### src/rtl/atm_disp_pkg.sv
// atm_disp_pkg: shared types and constants for the cash dispenser.
// Holds the FSM state enum, completion status codes and note values.
package atm_disp_pkg;

   typedef enum logic [2:0] {
      S_IDLE,
      S_PLAN,
      S_CHECK,
      S_FEED,
      S_DONE
   } state_t;

   typedef enum logic [1:0] {
      ST_OK      = 2'd0,
      ST_NOFUNDS = 2'd1,
      ST_JAM     = 2'd2
   } status_t;

   // Note value per cassette index: 0=1, 1=5, 2=10, 3=20.
   localparam logic [3:0][5:0] DENOM = {6'd20, 6'd10, 6'd5, 6'd1};

endpackage

### src/rtl/atm_cash_dispenser_if.sv
// atm_cash_dispenser_if: request, note-feed and completion signals.
// slave = dispenser side, master = controller/transport side.
interface atm_cash_dispenser_if;

   logic       req_valid;
   logic [5:0] req_amount;
   logic       req_ready;
   logic       feed_valid;
   logic [1:0] feed_sel;
   logic       feed_ack;
   logic       done;
   logic [1:0] status;
   logic [5:0] dispensed_amt;

   modport slave (
      input  req_valid, req_amount, feed_ack,
      output req_ready, feed_valid, feed_sel,
      output done, status, dispensed_amt
   );

   modport master (
      output req_valid, req_amount, feed_ack,
      input  req_ready, feed_valid, feed_sel,
      input  done, status, dispensed_amt
   );

endinterface

### src/rtl/disp_plan_step.sv
// disp_plan_step: one greedy planning step for a single cassette.
// in: remaining, idx, cnt; out: need=min(remaining/denom,cnt), rem_next.
module disp_plan_step
   import atm_disp_pkg::*;
#(
   parameter int CNT_W = 6
) (
   input  logic [5:0]       remaining,
   input  logic [1:0]       idx,
   input  logic [CNT_W-1:0] cnt,
   output logic [CNT_W-1:0] need,
   output logic [5:0]       rem_next
);

   logic [5:0] quot;
   logic [5:0] take;
   logic       q_lt;

   always_comb begin
      unique case (idx)
         2'd3:    quot = remaining / 6'd20;
         2'd2:    quot = remaining / 6'd10;
         2'd1:    quot = remaining / 6'd5;
         default: quot = remaining;
      endcase
      q_lt = {{CNT_W{1'b0}}, quot} < {6'd0, cnt};
      need = q_lt ? CNT_W'(quot) : cnt;
      // When cnt wins it is <= quot, so it fits in 6 bits.
      take = q_lt ? quot : 6'(cnt);
      rem_next = remaining - take * DENOM[idx];
   end

endmodule

### src/rtl/atm_cash_dispenser.sv
// atm_cash_dispenser: greedy note planner and one-at-a-time feeder.
// Ports: clk, rst (sync active-low), bus (req/feed/done), load_*,
// jam, cass_cnt, audit_total (counts only with ATM_DISP_AUDIT_EN).
module atm_cash_dispenser
   import atm_disp_pkg::*;
#(
   parameter int CNT_W   = 6,
   parameter int TIMEOUT = 16
) (
   input  logic                 clk,
   input  logic                 rst,
   atm_cash_dispenser_if.slave  bus,
   input  logic                 load_en,
   input  logic [1:0]           load_sel,
   input  logic [CNT_W-1:0]     load_cnt,
   output logic                 jam,
   output logic [4*CNT_W-1:0]   cass_cnt,
   output logic [15:0]          audit_total
);

   localparam int TW = $clog2(TIMEOUT + 1);

   state_t                state, state_n;
   status_t               status_q, status_n;
   logic [1:0]            idx, serve;
   logic [5:0]            remaining, step_rem, disp_q;
   logic [3:0][CNT_W-1:0] cass, need_q, need_dec;
   logic [CNT_W-1:0]      step_need;
   logic [TW-1:0]         tcnt;
   logic                  jam_q, jam_set, accept, fire;

   assign accept = bus.req_valid && bus.req_ready;
   assign fire   = (state == S_FEED) && bus.feed_ack;

   assign bus.req_ready     = (state == S_IDLE) && !jam_q;
   assign bus.feed_valid    = (state == S_FEED);
   assign bus.feed_sel      = (state == S_FEED) ? serve : 2'd0;
   assign bus.done          = (state == S_DONE);
   assign bus.status        = status_q;
   assign bus.dispensed_amt = disp_q;
   assign jam               = jam_q;
   assign cass_cnt          = cass;

   // need_q doubles as the count snapshot during PLAN, so a load
   // accepted together with the request does not affect the plan.
   disp_plan_step #(.CNT_W(CNT_W)) u_step (
      .remaining (remaining),
      .idx       (idx),
      .cnt       (need_q[idx]),
      .need      (step_need),
      .rem_next  (step_rem)
   );

   always_comb begin
      state_n  = state;
      status_n = status_q;
      jam_set  = 1'b0;
      serve    = 2'd0;
      for (int i = 0; i < 4; i++)
         if (need_q[i] != '0) serve = 2'(i);
      need_dec = need_q;
      if (fire) need_dec[serve] = need_q[serve] - CNT_W'(1);
      unique case (state)
         S_IDLE: if (accept) state_n = S_PLAN;
         S_PLAN: if (idx == 2'd0) state_n = S_CHECK;
         S_CHECK: begin
            if (remaining != '0) begin
               state_n  = S_DONE;
               status_n = ST_NOFUNDS;
            end else if (need_q == '0) begin
               state_n  = S_DONE;
               status_n = ST_OK;
            end else begin
               state_n = S_FEED;
            end
         end
         S_FEED: begin
            if (fire && need_dec == '0) begin
               state_n  = S_DONE;
               status_n = ST_OK;
            end else if (!fire && tcnt == TW'(TIMEOUT - 1)) begin
               state_n  = S_DONE;
               status_n = ST_JAM;
               jam_set  = 1'b1;
            end
         end
         S_DONE:  state_n = S_IDLE;
         default: state_n = S_IDLE;
      endcase
   end

   always_ff @(posedge clk) begin
      if (!rst) begin
         state     <= S_IDLE;
         status_q  <= ST_OK;
         idx       <= 2'd0;
         remaining <= '0;
         need_q    <= '0;
         cass      <= '0;
         tcnt      <= '0;
         disp_q    <= '0;
         jam_q     <= 1'b0;
      end else begin
         state    <= state_n;
         status_q <= status_n;
         if (jam_set) jam_q <= 1'b1;
         unique case (state)
            S_IDLE: begin
               if (load_en) cass[load_sel] <= load_cnt;
               if (accept) begin
                  remaining <= bus.req_amount;
                  idx       <= 2'd3;
                  need_q    <= cass;
                  disp_q    <= '0;
               end
            end
            S_PLAN: begin
               need_q[idx] <= step_need;
               remaining   <= step_rem;
               idx         <= idx - 2'd1;
            end
            // Counter holds cycles since FEED entry or the last ack.
            S_CHECK: tcnt <= TW'(1);
            S_FEED: begin
               need_q <= need_dec;
               if (fire) begin
                  cass[serve] <= cass[serve] - CNT_W'(1);
                  disp_q      <= disp_q + DENOM[serve];
                  tcnt        <= TW'(1);
               end else begin
                  tcnt <= tcnt + TW'(1);
               end
            end
            default: ;
         endcase
      end
   end

`ifdef ATM_DISP_AUDIT_EN
   logic [15:0] audit_q;
   logic [16:0] audit_sum;

   assign audit_sum = {1'b0, audit_q} + {11'd0, DENOM[serve]};

   always_ff @(posedge clk) begin
      if (!rst)
         audit_q <= '0;
      else if (fire)
         audit_q <= audit_sum[16] ? 16'hFFFF : audit_sum[15:0];
   end

   assign audit_total = audit_q;
`else
   assign audit_total = 16'd0;
`endif

endmodule

### src/flat_wrapper.sv
// flat-port wrapper written by rule: the top's interface ports become plain ports
module atm_cash_dispenser_flat import atm_disp_pkg::*;
#(
   parameter int CNT_W   = 6,
   parameter int TIMEOUT = 16
)
  (clk, rst, load_en, load_sel, load_cnt, jam, cass_cnt, audit_total, bus_req_valid, bus_req_amount, bus_feed_ack, bus_req_ready, bus_feed_valid, bus_feed_sel, bus_done, bus_status, bus_dispensed_amt);
  atm_cash_dispenser_if bus_i ();
  input  logic clk;
  input  logic rst;
  input  logic load_en;
  input  logic [1:0] load_sel;
  input  logic [CNT_W-1:0] load_cnt;
  output logic jam;
  output logic [4*CNT_W-1:0] cass_cnt;
  output logic [15:0] audit_total;
  input wire logic [$bits(bus_i.req_valid)-1:0] bus_req_valid;
  input wire logic [$bits(bus_i.req_amount)-1:0] bus_req_amount;
  input wire logic [$bits(bus_i.feed_ack)-1:0] bus_feed_ack;
  output wire logic [$bits(bus_i.req_ready)-1:0] bus_req_ready;
  output wire logic [$bits(bus_i.feed_valid)-1:0] bus_feed_valid;
  output wire logic [$bits(bus_i.feed_sel)-1:0] bus_feed_sel;
  output wire logic [$bits(bus_i.done)-1:0] bus_done;
  output wire logic [$bits(bus_i.status)-1:0] bus_status;
  output wire logic [$bits(bus_i.dispensed_amt)-1:0] bus_dispensed_amt;
  assign bus_i.req_valid = bus_req_valid;
  assign bus_i.req_amount = bus_req_amount;
  assign bus_i.feed_ack = bus_feed_ack;
  assign bus_req_ready = bus_i.req_ready;
  assign bus_feed_valid = bus_i.feed_valid;
  assign bus_feed_sel = bus_i.feed_sel;
  assign bus_done = bus_i.done;
  assign bus_status = bus_i.status;
  assign bus_dispensed_amt = bus_i.dispensed_amt;
  atm_cash_dispenser #(.CNT_W(CNT_W), .TIMEOUT(TIMEOUT)) u_core (.clk(clk), .rst(rst), .bus(bus_i), .load_en(load_en), .load_sel(load_sel), .load_cnt(load_cnt), .jam(jam), .cass_cnt(cass_cnt), .audit_total(audit_total));
endmodule
### config.mk
export PLATFORM = sky130hd
export DESIGN_NAME = atm_cash_dispenser_flat
export DESIGN_NICKNAME = d
export VERILOG_FILES = /design/src/rtl/atm_disp_pkg.sv /design/src/rtl/atm_cash_dispenser_if.sv /design/src/rtl/disp_plan_step.sv /design/src/rtl/atm_cash_dispenser.sv /design/src/flat_wrapper.sv
export SDC_FILE = /design/constraint.sdc
export NUM_CORES = 1
export LEC_CHECK = 0
export CAP_MARGIN = 20
export CORE_AREA = 5 5 121 123
export DETAILED_ROUTE_END_ITERATION = 10
export DIE_AREA = 0 0 126 128
export PLACE_DENSITY_LB_ADDON = 0.12
export REMOVE_ABC_BUFFERS = 1
export SYNTH_ARGS = -nofsm -noshare
export SYNTH_HDL_FRONTEND = slang
export SYNTH_SLANG_ARGS = --single-unit
### constraint.sdc
create_clock -name clk -period 11.8 [get_ports clk]
set_input_delay 2.36 -clock clk [delete_from_list [all_inputs] [get_ports clk]]
set_output_delay 2.36 -clock clk [all_outputs]
set_load 0.02 [all_outputs]
==> results of run 1 <==
what timing repair did:
item / CTS / global route
buffers inserted: 0 / 4
resized for setup: 0 / 17
setup endpoints to repair: 0 / 2
endpoints found under the hold margin: 0 / 0
routing by layer:
metal  vias up  routed length [um]
li1       3411                   -
met1      3345                9880
met2       370               11000
met3       101                1770
met4         0                1320
met5         -                   0
area by class of cell:
cell class	instances	area [um2]
clock inverter	6	90.1
inverter	37	139
sequential	73	1460
multi-input combinational	758	5160
timing repair buffer	76	711
fill	1286	5540
tap	180	225
clock buffer	10	229
synth_stat cells (16+ instances only):
master,count
nor2_1,119
nand2_1,75
dfxtp_1,73
a21oi_1,71
o21ai_0,71
ha_1,55
clkbuf_1,46
inv_1,35
a22oi_1,30
nor3_1,26
xnor2_1,22
buf_4,18
nand3_1,16
worst paths after layout:
check | endpoint | slack (ps) | cells after the start
max | u_core.remaining[5] | 560 | 46
min | u_core.bus.dispensed_amt[0] | 490 | 2
max reg2reg | u_core.remaining[5] | 560 | 46
min reg2reg | u_core.bus.dispensed_amt[0] | 490 | 2
critical path: cells and delay by family (launching register included):
family	cells	cell delay [ps]
buffers and inverters	4	350
AO/OA/AOI/OAI	12	2310
AND/OR/NAND/NOR	12	2490
XOR/XNOR	2	510
adder cells (fa/ha/maj)	12	3980
multiplexers	4	1170
flip-flops	1	310
state kept, by name, indices dropped and copies added (netlist names):
signal	cells
u_core.bus.dispensed_amt	6
u_core.bus.status	2
u_core.jam	1
u_core.idx	2
u_core.tcnt	5
u_core.cass_cnt	24
u_core.state	3
u_core.need_q	24
u_core.remaining	6
power by group through the flow:
stage	combinational, mW	clock [mW]	sequential (mW)
after floorplan	1.46	0	0.340
after CTS	1.97	0.306	0.346
after detailed placement	1.96	0	0.351
after global routing	2.28	0.318	0.353
after global placement	1.93	0	0.352
final	2.08	0.304	0.351
per-stage QoR:
stage / setup TNS (ps) / util, % / area (um2) / hold WS [ps] / instances
3_3_place_gp: 0 / 56.0 / 7590 / 468 / 1119
4_1_cts: 0 / 58.3 / 7910 / 484 / 1135
2_1_floorplan: 0 / - / 6680 / 439 / 867
5_1_grt: -81.7 / 59.2 / 8020 / 530 / 1140
6_report: 0 / 59.2 / 8020 / 488 / 1140
3_5_place_dp: 0 / 56.0 / 7590 / 472 / 1119
cell families (layout without fill, tap and decap cells):
logic type	count (synthesis)	in the layout
other cells	1	16
flops	73	73
xor+xnor	33	33
mux	26	26
buf+inv	105	129
fa+ha+maj	63	63
compound gates	311	311
simple gates	308	309
==> reports/results.tsv, run 1 <==
stage	metric	value	unit
logic_synthesis	mapped cell area	0.00695	mm2
grt	GR Util met1	37.1	%
sta	Final Setup Violations	0	
power	switching share of total power	51.2	%
detailed_routing	vias	7227	
logic_synthesis	Distinct cells, synth	82	
clock_network	CTS H-tree depth	3	
grt	first-pass GRT wire length	38.0	mm
detailed_routing	DRT antenna net count	0	
sta	period utilisation layout	95.2	%
sta	Max Slew Vio Count	0	
logic_synthesis	simple-gate share of the synthesized area	21.0	%
sta	Fin Clk Skew	9.74	ps
floorplanning	Die Area	0.0161	mm2
detailed_routing	# DRC	0	
logic_synthesis	XOR/XNOR Fraction of Synth Area	4.46	%
detailed_routing	starting DRC count in detailed routing	666	
status	status	complete, no violations	
clock_network	Clk Tree Root Cell	clkbuf_16	
setup_path	Critical Path Most Common Cell	ha_1	
power	Net Switching	1.40	mW
final_layout	commonest cells after routing, fill and taps aside	nor2_1 (118), nand2_1 (74), dfxtp_1 (73)	
power	part of the power in registers	12.8	%
grt	Overflow after GRT	0	
detailed_routing	WL final	24.0	mm
logic_synthesis	Ys Warns	0	
placed_design	RD Place Congestion	1.00	
sta	Slew HR	24.8	%
logic_synthesis	Compound-Gate Fraction of Synth Area	29.8	%
final_layout	area grow syn2layout	15.3	%
logic_synthesis	Yosys top cell by area	dfxtp_1	
floorplanning	die width	126	um
job	Max-Cap Viols	0	
power	Power Internal	1.34	mW
setup_path	Setup crit end kind	register	
final_layout	commonest non-fill, non-tap cell in the layout	nor2_1	
logic_synthesis	largest family of logic cells by synthesized area	compound AO/OA/AOI/OAI gates	
detailed_routing	wire per inst	21.0	um
sta	fmax	89.0	MHz
logic_synthesis	dominant synthesized flop cell	dfxtp_1	
clock_network	clk slew on worst S/H paths	70	ps
setup_path	CP max stage cell	fa_1	
logic_synthesis	synth top area cells	dfxtp_1 (21%), ha_1 (9.9%), nor2_1 (6.4%)	
floorplanning	Die Ht	128	um
final_layout	Ant. Diodes	0	
power	Static Leak	3.15	nW
sta	Final Hold Violating Endpoints	0	
power	total power	2.74	mW
floorplanning	core box area	0.0136	mm2
power	Clk pwr share	11.1	%
logic_synthesis	Synth top area share	21.0	%
detailed_routing	DR pass1 iterations	5	
power	Comb power frac	76.1	%
setup_path	R2R Path Start	u_core.idx[1]	
logic_synthesis	Synth Register Bits	73	
detailed_routing	vias per cell	6.34	
logic_synthesis	EDFF count, synth	0	
sta	Least-Margin Pin Slew	1130	ps
grt	number of global-route vias before repair	7075	
placed_design	port bufs	56	
power	pwr dens	342	mW/mm2
clock_network	CTS buffer count	9	
logic_synthesis	Avg Cell Area, Syn	7.56	um2
setup_path	CP required	12050	ps
grt	M3 GR Usage	5.50	%
grt	met2 usage in global routing	48.0	%
setup_path	CP Max Fanout	6	
placed_design	pre-CTS WS	150	ps
grt	Total GRT Usage	29.5	%
floorplanning	Starting Density	51.3	%
placed_design	DP HPWL	17.6	mm
grt	initial antenna violation count	0	
hold_path	Hold Crit Start	u_core.bus.dispensed_amt[0]	
setup_path	Crit. Startpoint	u_core.idx[1]	
setup_path	crit path kind	register to register	
clock_network	TritonCTS Sinks	73	
clock_network	CTS Buffer Depth	2	
sta	final worst slack	564	ps
hold_path	path category of the worst min-delay check	register to register	
final_layout	share of layout cells above drive strength 1	8.85	%
power	peak supply drop	0.000214	V
final_layout	Nets	1037	
sta	minimum clock period	11240	ps
logic_synthesis	multiplexer share of the synthesized area	4.84	%
grt	largest net degree at the start of global routing	49	
setup_path	slowest stage delay, CP	530	ps
clock_network	CTS tree	done	
setup_path	nature of the critical path startpoint	register	
logic_synthesis	area share of fa/ha/maj cells after synthesis	12.2	%
setup_path	crit path DAT	11490	ps
logic_synthesis	ys async rst share	0	%
logic_synthesis	Gate Count Post-Synth	920	
floorplanning	Cell Rows	43	
clock_network	Clock Latency Late Sink	340	ps
logic_synthesis	post-synthesis sequential area ratio	21.0	%
floorplanning	I/O pins	73	
clock_network	Hold-fix buffers, CTS	0	
grt	GRT busiest layer	met2	
No activity file was read; power rests on OpenSTA's default activity.
==> run 2: changes to the inputs <==
--- a/config.mk
+++ b/config.mk
@@ -11,6 +11,7 @@
 export DIE_AREA = 0 0 126 128
 export PLACE_DENSITY_LB_ADDON = 0.12
 export REMOVE_ABC_BUFFERS = 1
+export SETUP_SLACK_MARGIN = 0.2
 export SYNTH_ARGS = -nofsm -noshare
 export SYNTH_HDL_FRONTEND = slang
 export SYNTH_SLANG_ARGS = --single-unit
==> run 2 against run 1 <==
Effect of this change: final area increased by 0.17%; total power decreased by 1.1%; clock skew decreased by 0.89 ps; non-clock buffer count unchanged; largest cell class unchanged; critical path depth unchanged; register-to-register slack improved by 180 ps; wire length decreased by 0.53%; combinational power about the same; cell count unchanged.
==> reports/results.tsv, run 2 (synthesis results as in run 1) <==
stage	metric	value	unit	change
status	status	complete, no violations		
clock_network	CTS H-tree depth	3		unchanged
floorplanning	die width	126	um	unchanged
placed_design	port bufs	56		unchanged
placed_design	RD Place Congestion	1.00		unchanged
sta	Final Setup Violations	0		unchanged
sta	period utilisation layout	93.7	%	-1.5 points
grt	Total GRT Usage	29.5	%	+0.053 points
clock_network	Clk Tree Root Cell	clkbuf_16		
grt	number of global-route vias before repair	7087		+0.17%
floorplanning	Die Ht	128	um	unchanged
setup_path	CP max stage cell	fa_1		
detailed_routing	starting DRC count in detailed routing	582		-13%
final_layout	final core utilization	59.3	%	+0.10 points
placed_design	placed cell areas	0.00759	mm2	unchanged
sta	Slew HR	22.7	%	-2.0 points
grt	first-pass GRT wire length	38.1	mm	+0.22%
setup_path	crit path kind	register to register		
clock_network	Clock Latency Late Sink	340	ps	about the same
setup_path	crit path to	u_core.remaining[5]		
sta	minimum clock period	11060	ps	-180 ps
clock_network	CTS tree	done		
final_layout	area grow syn2layout	15.5	%	
setup_path	Setup crit end kind	register		
setup_path	Worst R2R End	u_core.remaining[5]		
setup_path	slowest stage delay, CP	530	ps	about the same
setup_path	Crit. Startpoint	u_core.idx[1]		
clock_network	clk slew on worst S/H paths	60	ps	about the same
floorplanning	I/O pins	73		unchanged
clock_network	CTS buffer count	9		unchanged
power	total power	2.71	mW	-1.1%
final_layout	commonest cells after routing, fill and taps aside	nor2_1 (118), nand2_1 (74), dfxtp_1 (73)		
hold_path	path category of the worst min-delay check	register to register		
final_layout	Multi-input gate area	0.00518	mm2	+0.27%
final_layout	commonest non-fill, non-tap cell in the layout	nor2_1		
final_layout	Reg area	0.00146	mm2	unchanged
sta	setup TNS	0	ps	unchanged
power	pwr dens	337	mW/mm2	-1.3%
floorplanning	Die Area	0.0161	mm2	unchanged
setup_path	R2R Path Start	u_core.idx[1]		
final_layout	share of layout cells above drive strength 1	9.27	%	+0.42 points
detailed_routing	met3 WL	1.73	mm	-2.2%
job	Max-Cap Viols	0		unchanged
setup_path	nature of the critical path startpoint	register		
final_layout	Final Cell Area	0.00803	mm2	+0.17%
sta	Max Slew Vio Count	0		unchanged
grt	largest net degree at the start of global routing	49		unchanged
setup_path	CP Max Fanout	6		unchanged
detailed_routing	DR pass1 iterations	6		+1
detailed_routing	WL final	23.8	mm	-0.53%
floorplanning	Cell Rows	43		unchanged
detailed_routing	wire per inst	20.9	um	-0.53%
power	peak supply drop	0.000181	V	-15%
detailed_routing	met2 wire length	11.0	mm	-0.33%
final_layout	Ant. Diodes	0		unchanged
placed_design	DP HPWL	17.6	mm	unchanged
detailed_routing	vias per cell	6.32		-0.25%
sta	Fin Clk Skew	8.86	ps	-0.887 ps
final_layout	fillers	1284		-0.16%
detailed_routing	# DRC	0		unchanged
detailed_routing	Top Metal Used	met4		
floorplanning	core box area	0.0136	mm2	unchanged
setup_path	Reg2Reg Depth	46		unchanged
detailed_routing	Met1 Routed Length	9.89	mm	about the same
sta	Least-Margin Pin Slew	1160	ps	+30.5 ps
sta	RSZ-0062 raised after global routing	no		
grt	initial antenna violation count	0		unchanged
clock_network	TritonCTS Sinks	73		unchanged
final_layout	fin cells	1140		unchanged
sta	fmax	90.4	MHz	+1.6%
setup_path	CP required	12050	ps	about the same
detailed_routing	vias	7209		-0.25%
sta	Final Hold Violating Endpoints	0		unchanged
detailed_routing	DRT antenna net count	0		unchanged
setup_path	Critical Path Most Common Cell	ha_1		
grt	Overflow after GRT	0		unchanged
floorplanning	Starting Density	51.3	%	unchanged
placed_design	cell count after placement	1119		unchanged
final_layout	Nets	1037		unchanged
setup_path	reg2reg setup slack	740	ps	+180 ps
setup_path	crit path DAT	11310	ps	-180 ps
power	Static Leak	3.15	nW	+0.16%
clock_network	CTS Buffer Depth	2		unchanged
-- run 2: cell counts in the layout (fill, tap and decap cells not counted) --
No cell type changed its count.
-- run 2: area by class of cell --
type | count | share of cell area [%]
clock inverters | 6 | 1.12
repair buffers | 76 | 8.85
clock buffers | 10 | 2.85
well taps | 180 | 2.80
flip-flops and latches | 73 | 18.2
inverters | 37 | 1.73
multi-input cells | 758 | 64.5
-- run 2: worst min path at each step --
stage	startpoint	to	slack, ps	cells after the start
2_1_floorplan	u_core.tcnt[3]	u_core.tcnt[3]	440	1
3_3_place_gp	u_core.tcnt[3]	u_core.tcnt[3]	470	1
3_5_place_dp	u_core.bus.dispensed_amt[0]	u_core.bus.dispensed_amt[0]	470	2
4_1_cts	u_core.bus.dispensed_amt[0]	u_core.bus.dispensed_amt[0]	480	2
5_1_grt	u_core.tcnt[3]	u_core.tcnt[3]	530	1
6_report	u_core.bus.dispensed_amt[0]	u_core.bus.dispensed_amt[0]	490	2
-- run 2: critical path, delay by kind of cell, from the launching register on --
family / cells / cell delay (ps)
AND/OR/NAND/NOR: 12 / 2570
AO/OA/AOI/OAI: 12 / 2300
multiplexers: 4 / 1110
flip-flops: 1 / 320
adder cells (fa/ha/maj): 12 / 3940
XOR/XNOR: 2 / 390
buffers and inverters: 4 / 310
-- run 2: routing by layer --
layer | vias to the layer above | global-route usage [%]
li1 | 3414 | -
met1 | 3352 | 37.3
met2 | 348 | 47.8
met3 | 95 | 5.38
met4 | 0 | 16.4
met5 | - | 0
-- run 2: stage by stage --
stage                     hold slack, ps  setup WS, ps
after floorplan                      439           610
after global placement               468           506
after detailed placement             472           150
after CTS                            484           255
after global routing                 530           125
final                                489           744
-- run 2: power by group --
group          total, mW  internal, mW  switching, mW
sequential         0.351         0.282         0.0685
clock              0.303         0.186          0.117
combinational       2.06         0.843           1.21
-- run 2: what timing repair did --
action                     4_1_cts  5_1_grt
setup endpoints to repair        1        2
pin swaps                        0        9
gates resized for setup          2       19
buffers inserted                 0        4
cloned                           0        1
hold buffers                     0        0
==> run 3: changes to the inputs <==
--- a/config.mk
+++ b/config.mk
@@ -6,9 +6,11 @@
 export NUM_CORES = 1
 export LEC_CHECK = 0
 export CAP_MARGIN = 20
-export CORE_AREA = 5 5 121 123
+export CELL_PAD_IN_SITES_DETAIL_PLACEMENT = 1
+export CELL_PAD_IN_SITES_GLOBAL_PLACEMENT = 2
+export CORE_AREA = 5 5 156 158
 export DETAILED_ROUTE_END_ITERATION = 10
-export DIE_AREA = 0 0 126 128
+export DIE_AREA = 0 0 161 163
 export PLACE_DENSITY_LB_ADDON = 0.12
 export REMOVE_ABC_BUFFERS = 1
 export SETUP_SLACK_MARGIN = 0.2
==> run 3 against run 2 <==
Effect of this change: global-route usage down 7.6 points; sequential share of layout area decreased by 0.60 points; count of clock-buffer cells in the layout shrank 1; via count is 0.12% lower; maximum frequency grew 0.90%; highest routed layer unchanged; worst setup slack improved by 98 ps; largest cell class unchanged; wire length up 21%; clock skew grew 12 ps.
==> reports/results.tsv, run 3 (synthesis results as in run 1) <==
stage	metric	value	unit	change
placed_design	RD Place Congestion	0.870		-13%
sta	minimum clock period	10960	ps	-98.5 ps
clock_network	CTS tree	done		
setup_path	Setup crit end kind	register		
sta	Slew HR	29.3	%	+6.5 points
power	switching share of total power	52.0	%	+0.41 points
grt	Overflow after GRT	0		unchanged
grt	largest net degree at the start of global routing	53		+8.2%
clock_network	CTS buffer count	9		unchanged
power	Comb power frac	76.4	%	+0.5 points
final_layout	commonest non-fill, non-tap cell in the layout	nor2_1		
sta	Final Setup Violations	0		unchanged
job	Max-Cap Viols	0		unchanged
power	peak supply drop	0.000106	V	-41%
setup_path	Reg2Reg Depth	48		+4.3%
detailed_routing	starting DRC count in detailed routing	334		-43%
floorplanning	die width	161	um	+28%
setup_path	CP Max Fanout	8		+2
clock_network	CTS Buffer Depth	2		unchanged
final_layout	area grow syn2layout	19.6	%	
sta	period utilisation layout	92.9	%	-0.83 points
power	Power Internal	1.32	mW	+0.60%
clock_network	clk slew on worst S/H paths	80	ps	+20 ps
final_layout	Final Cell Area	0.00832	mm2	+3.5%
setup_path	Worst R2R End	u_core.remaining[5]		
clock_network	Clk Tree Root Cell	clkbuf_16		
power	Net Switching	1.43	mW	+2.3%
setup_path	nature of the critical path startpoint	register		
clock_network	CTS H-tree depth	3		unchanged
detailed_routing	wire per inst	22.8	um	+8.8%
floorplanning	Die Ht	163	um	+27%
clock_network	Hold-fix buffers, CTS	0		unchanged
grt	first-pass GRT wire length	44.5	mm	+17%
hold_path	Hold Crit Start	u_core.bus.dispensed_amt[0]		
power	part of the power in registers	12.7	%	-0.2 points
detailed_routing	DR pass1 iterations	5		-1
setup_path	crit path kind	register to register		
detailed_routing	vias	7200		-0.12%
power	Clk pwr share	10.9	%	-0.3 points
hold_path	path category of the worst min-delay check	register to register		
clock_network	Clock Latency Late Sink	360	ps	+20 ps
floorplanning	Die Area	0.0262	mm2	+63%
sta	fmax	91.3	MHz	+0.90%
sta	Max Slew Vio Count	0		unchanged
sta	worst hold margin	498	ps	+8.96 ps
clock_network	TritonCTS Sinks	73		unchanged
final_layout	Ant. Diodes	0		unchanged
power	pwr dens	330	mW/mm2	-2.0%
final_layout	commonest cells after routing, fill and taps aside	nor2_1 (118), nand2_1 (74), dfxtp_1 (72)		
final_layout	fillers	2814		+120%
setup_path	CP max stage cell	fa_1		
setup_path	Critical Path Most Common Cell	ha_1		
status	status	complete, no violations		
placed_design	cell count after placement	1242		+11%
final_layout	share of layout cells above drive strength 1	11.5	%	+2.3 points
grt	Total GRT Usage	21.9	%	-7.6 points
setup_path	slowest stage delay, CP	540	ps	about the same
detailed_routing	WL final	28.9	mm	+21%
floorplanning	Cell Rows	56		+30%
power	Static Leak	3.23	nW	+2.5%
hold_path	Hold Path Sink	u_core.bus.dispensed_amt[0]		
setup_path	R2R Path Start	u_core.idx[1]		
grt	number of global-route vias before repair	7236		+2.1%
detailed_routing	DRT antenna net count	0		unchanged
floorplanning	I/O pins	73		unchanged
grt	initial antenna violation count	0		unchanged
sta	Fin Clk Skew	20.6	ps	+11.7 ps
detailed_routing	vias per cell	5.67		-10%
setup_path	CP required	12070	ps	+20 ps
final_layout	fin cells	1269		+11%
sta	Least-Margin Pin Slew	1060	ps	-95.4 ps
final_layout	Nets	1056		+1.8%
final_layout	final core utilization	36.2	%	-23 points
placed_design	DP HPWL	21.6	mm	+23%
floorplanning	Starting Density	30.3	%	-21 points
placed_design	placed cell areas	0.00783	mm2	+3.1%
floorplanning	core box area	0.0230	mm2	+70%
setup_path	crit path DAT	11230	ps	-80 ps
placed_design	port bufs	56		unchanged
setup_path	reg2reg setup slack	840	ps	+100 ps
sta	setup TNS	0	ps	unchanged
sta	RSZ-0062 raised after global routing	no		
sta	Final Hold Violating Endpoints	0		unchanged
detailed_routing	# DRC	0		unchanged
hold_path	WHS Path Cells	2		unchanged
run 3: cell types whose count changed in the layout (fill, tap and decap cells not counted), moves of 2 or more:
cell and change:
buf_4 +19, inv_6 +3, a21oi_1 -2, a21oi_2 +2, clkinvlp_4 +2, ha_2 -2, ha_4 +2, inv_1 -2
mux2i_1 +2
run 3: per-layer routing:
layer	part of all wire [%]	up-vias	track usage (%)	wire length [um]
li1	-	3454	-	-
met1	45	3569	28.7	13000
met2	50	148	38.2	14300
met3	3.6	29	3.04	1050
met4	1.8	0	5.31	526
met5	0	-	0	0
run 3: power groups by stage:
stage / sequential [mW] / clock [mW] / combinational, mW
2_1_floorplan: 0.340 / 0 / 1.46
3_3_place_gp: 0.350 / 0 / 2.04
3_5_place_dp: 0.350 / 0 / 2.05
4_1_cts: 0.345 / 0.310 / 2.07
5_1_grt: 0.352 / 0.318 / 2.34
6_report: 0.348 / 0.300 / 2.10
run 3: stage by stage:
stage | total power [mW] | worst slack (ps)
2_1_floorplan | 1.80 | 610
3_3_place_gp | 2.39 | 434
3_5_place_dp | 2.41 | 89.0
4_1_cts | 2.73 | 210
5_1_grt | 3.01 | 224
6_report | 2.75 | 842
run 3: layout make-up:
| cell class | count | area [um2] | share of cell area (%) |
|---|---|---|---|
| Sequential cell | 73 | 1460 | 17.6 |
| Clock buffer | 9 | 225 | 2.71 |
| Clock inverter | 7 | 81.3 | 0.978 |
| Tap cell | 290 | 363 | 4.36 |
| Multi-Input combinational cell | 757 | 5170 | 62.2 |
| Inverter | 37 | 146 | 1.76 |
| Timing Repair Buffer | 96 | 865 | 10.4 |
run 3: worst max-delay path: cells and delay by family (launching register included):
kind / cells / cell delay, ps
AO/OA/AOI/OAI: 15 / 2750
XOR/XNOR: 2 / 380
adder cells (fa/ha/maj): 12 / 3850
buffers and inverters: 5 / 480
flip-flops: 1 / 320
multiplexers: 4 / 1100
AND/OR/NAND/NOR: 10 / 1960
run 3: worst max-delay path by stage:
stage	start	cells after the start	to	slack [ps]
floorplan	u_core.idx[1]	46	u_core.remaining[5]	610
global placement	u_core.idx[0]	47	u_core.remaining[5]	430
detailed placement	u_core.idx[1]	48	u_core.remaining[5]	90
CTS	u_core.idx[1]	48	u_core.remaining[5]	210
global route	u_core.idx[1]	50	u_core.remaining[5]	220
finish	u_core.idx[1]	48	u_core.remaining[5]	840
run 3: what timing repair did:
item / CTS / global route
pin swaps: 2 / 8
endpoints found under the setup margin: 1 / 2
setup buffers: 1 / 10
hold endpoints to repair: 0 / 0
gates resized for setup: 2 / 21
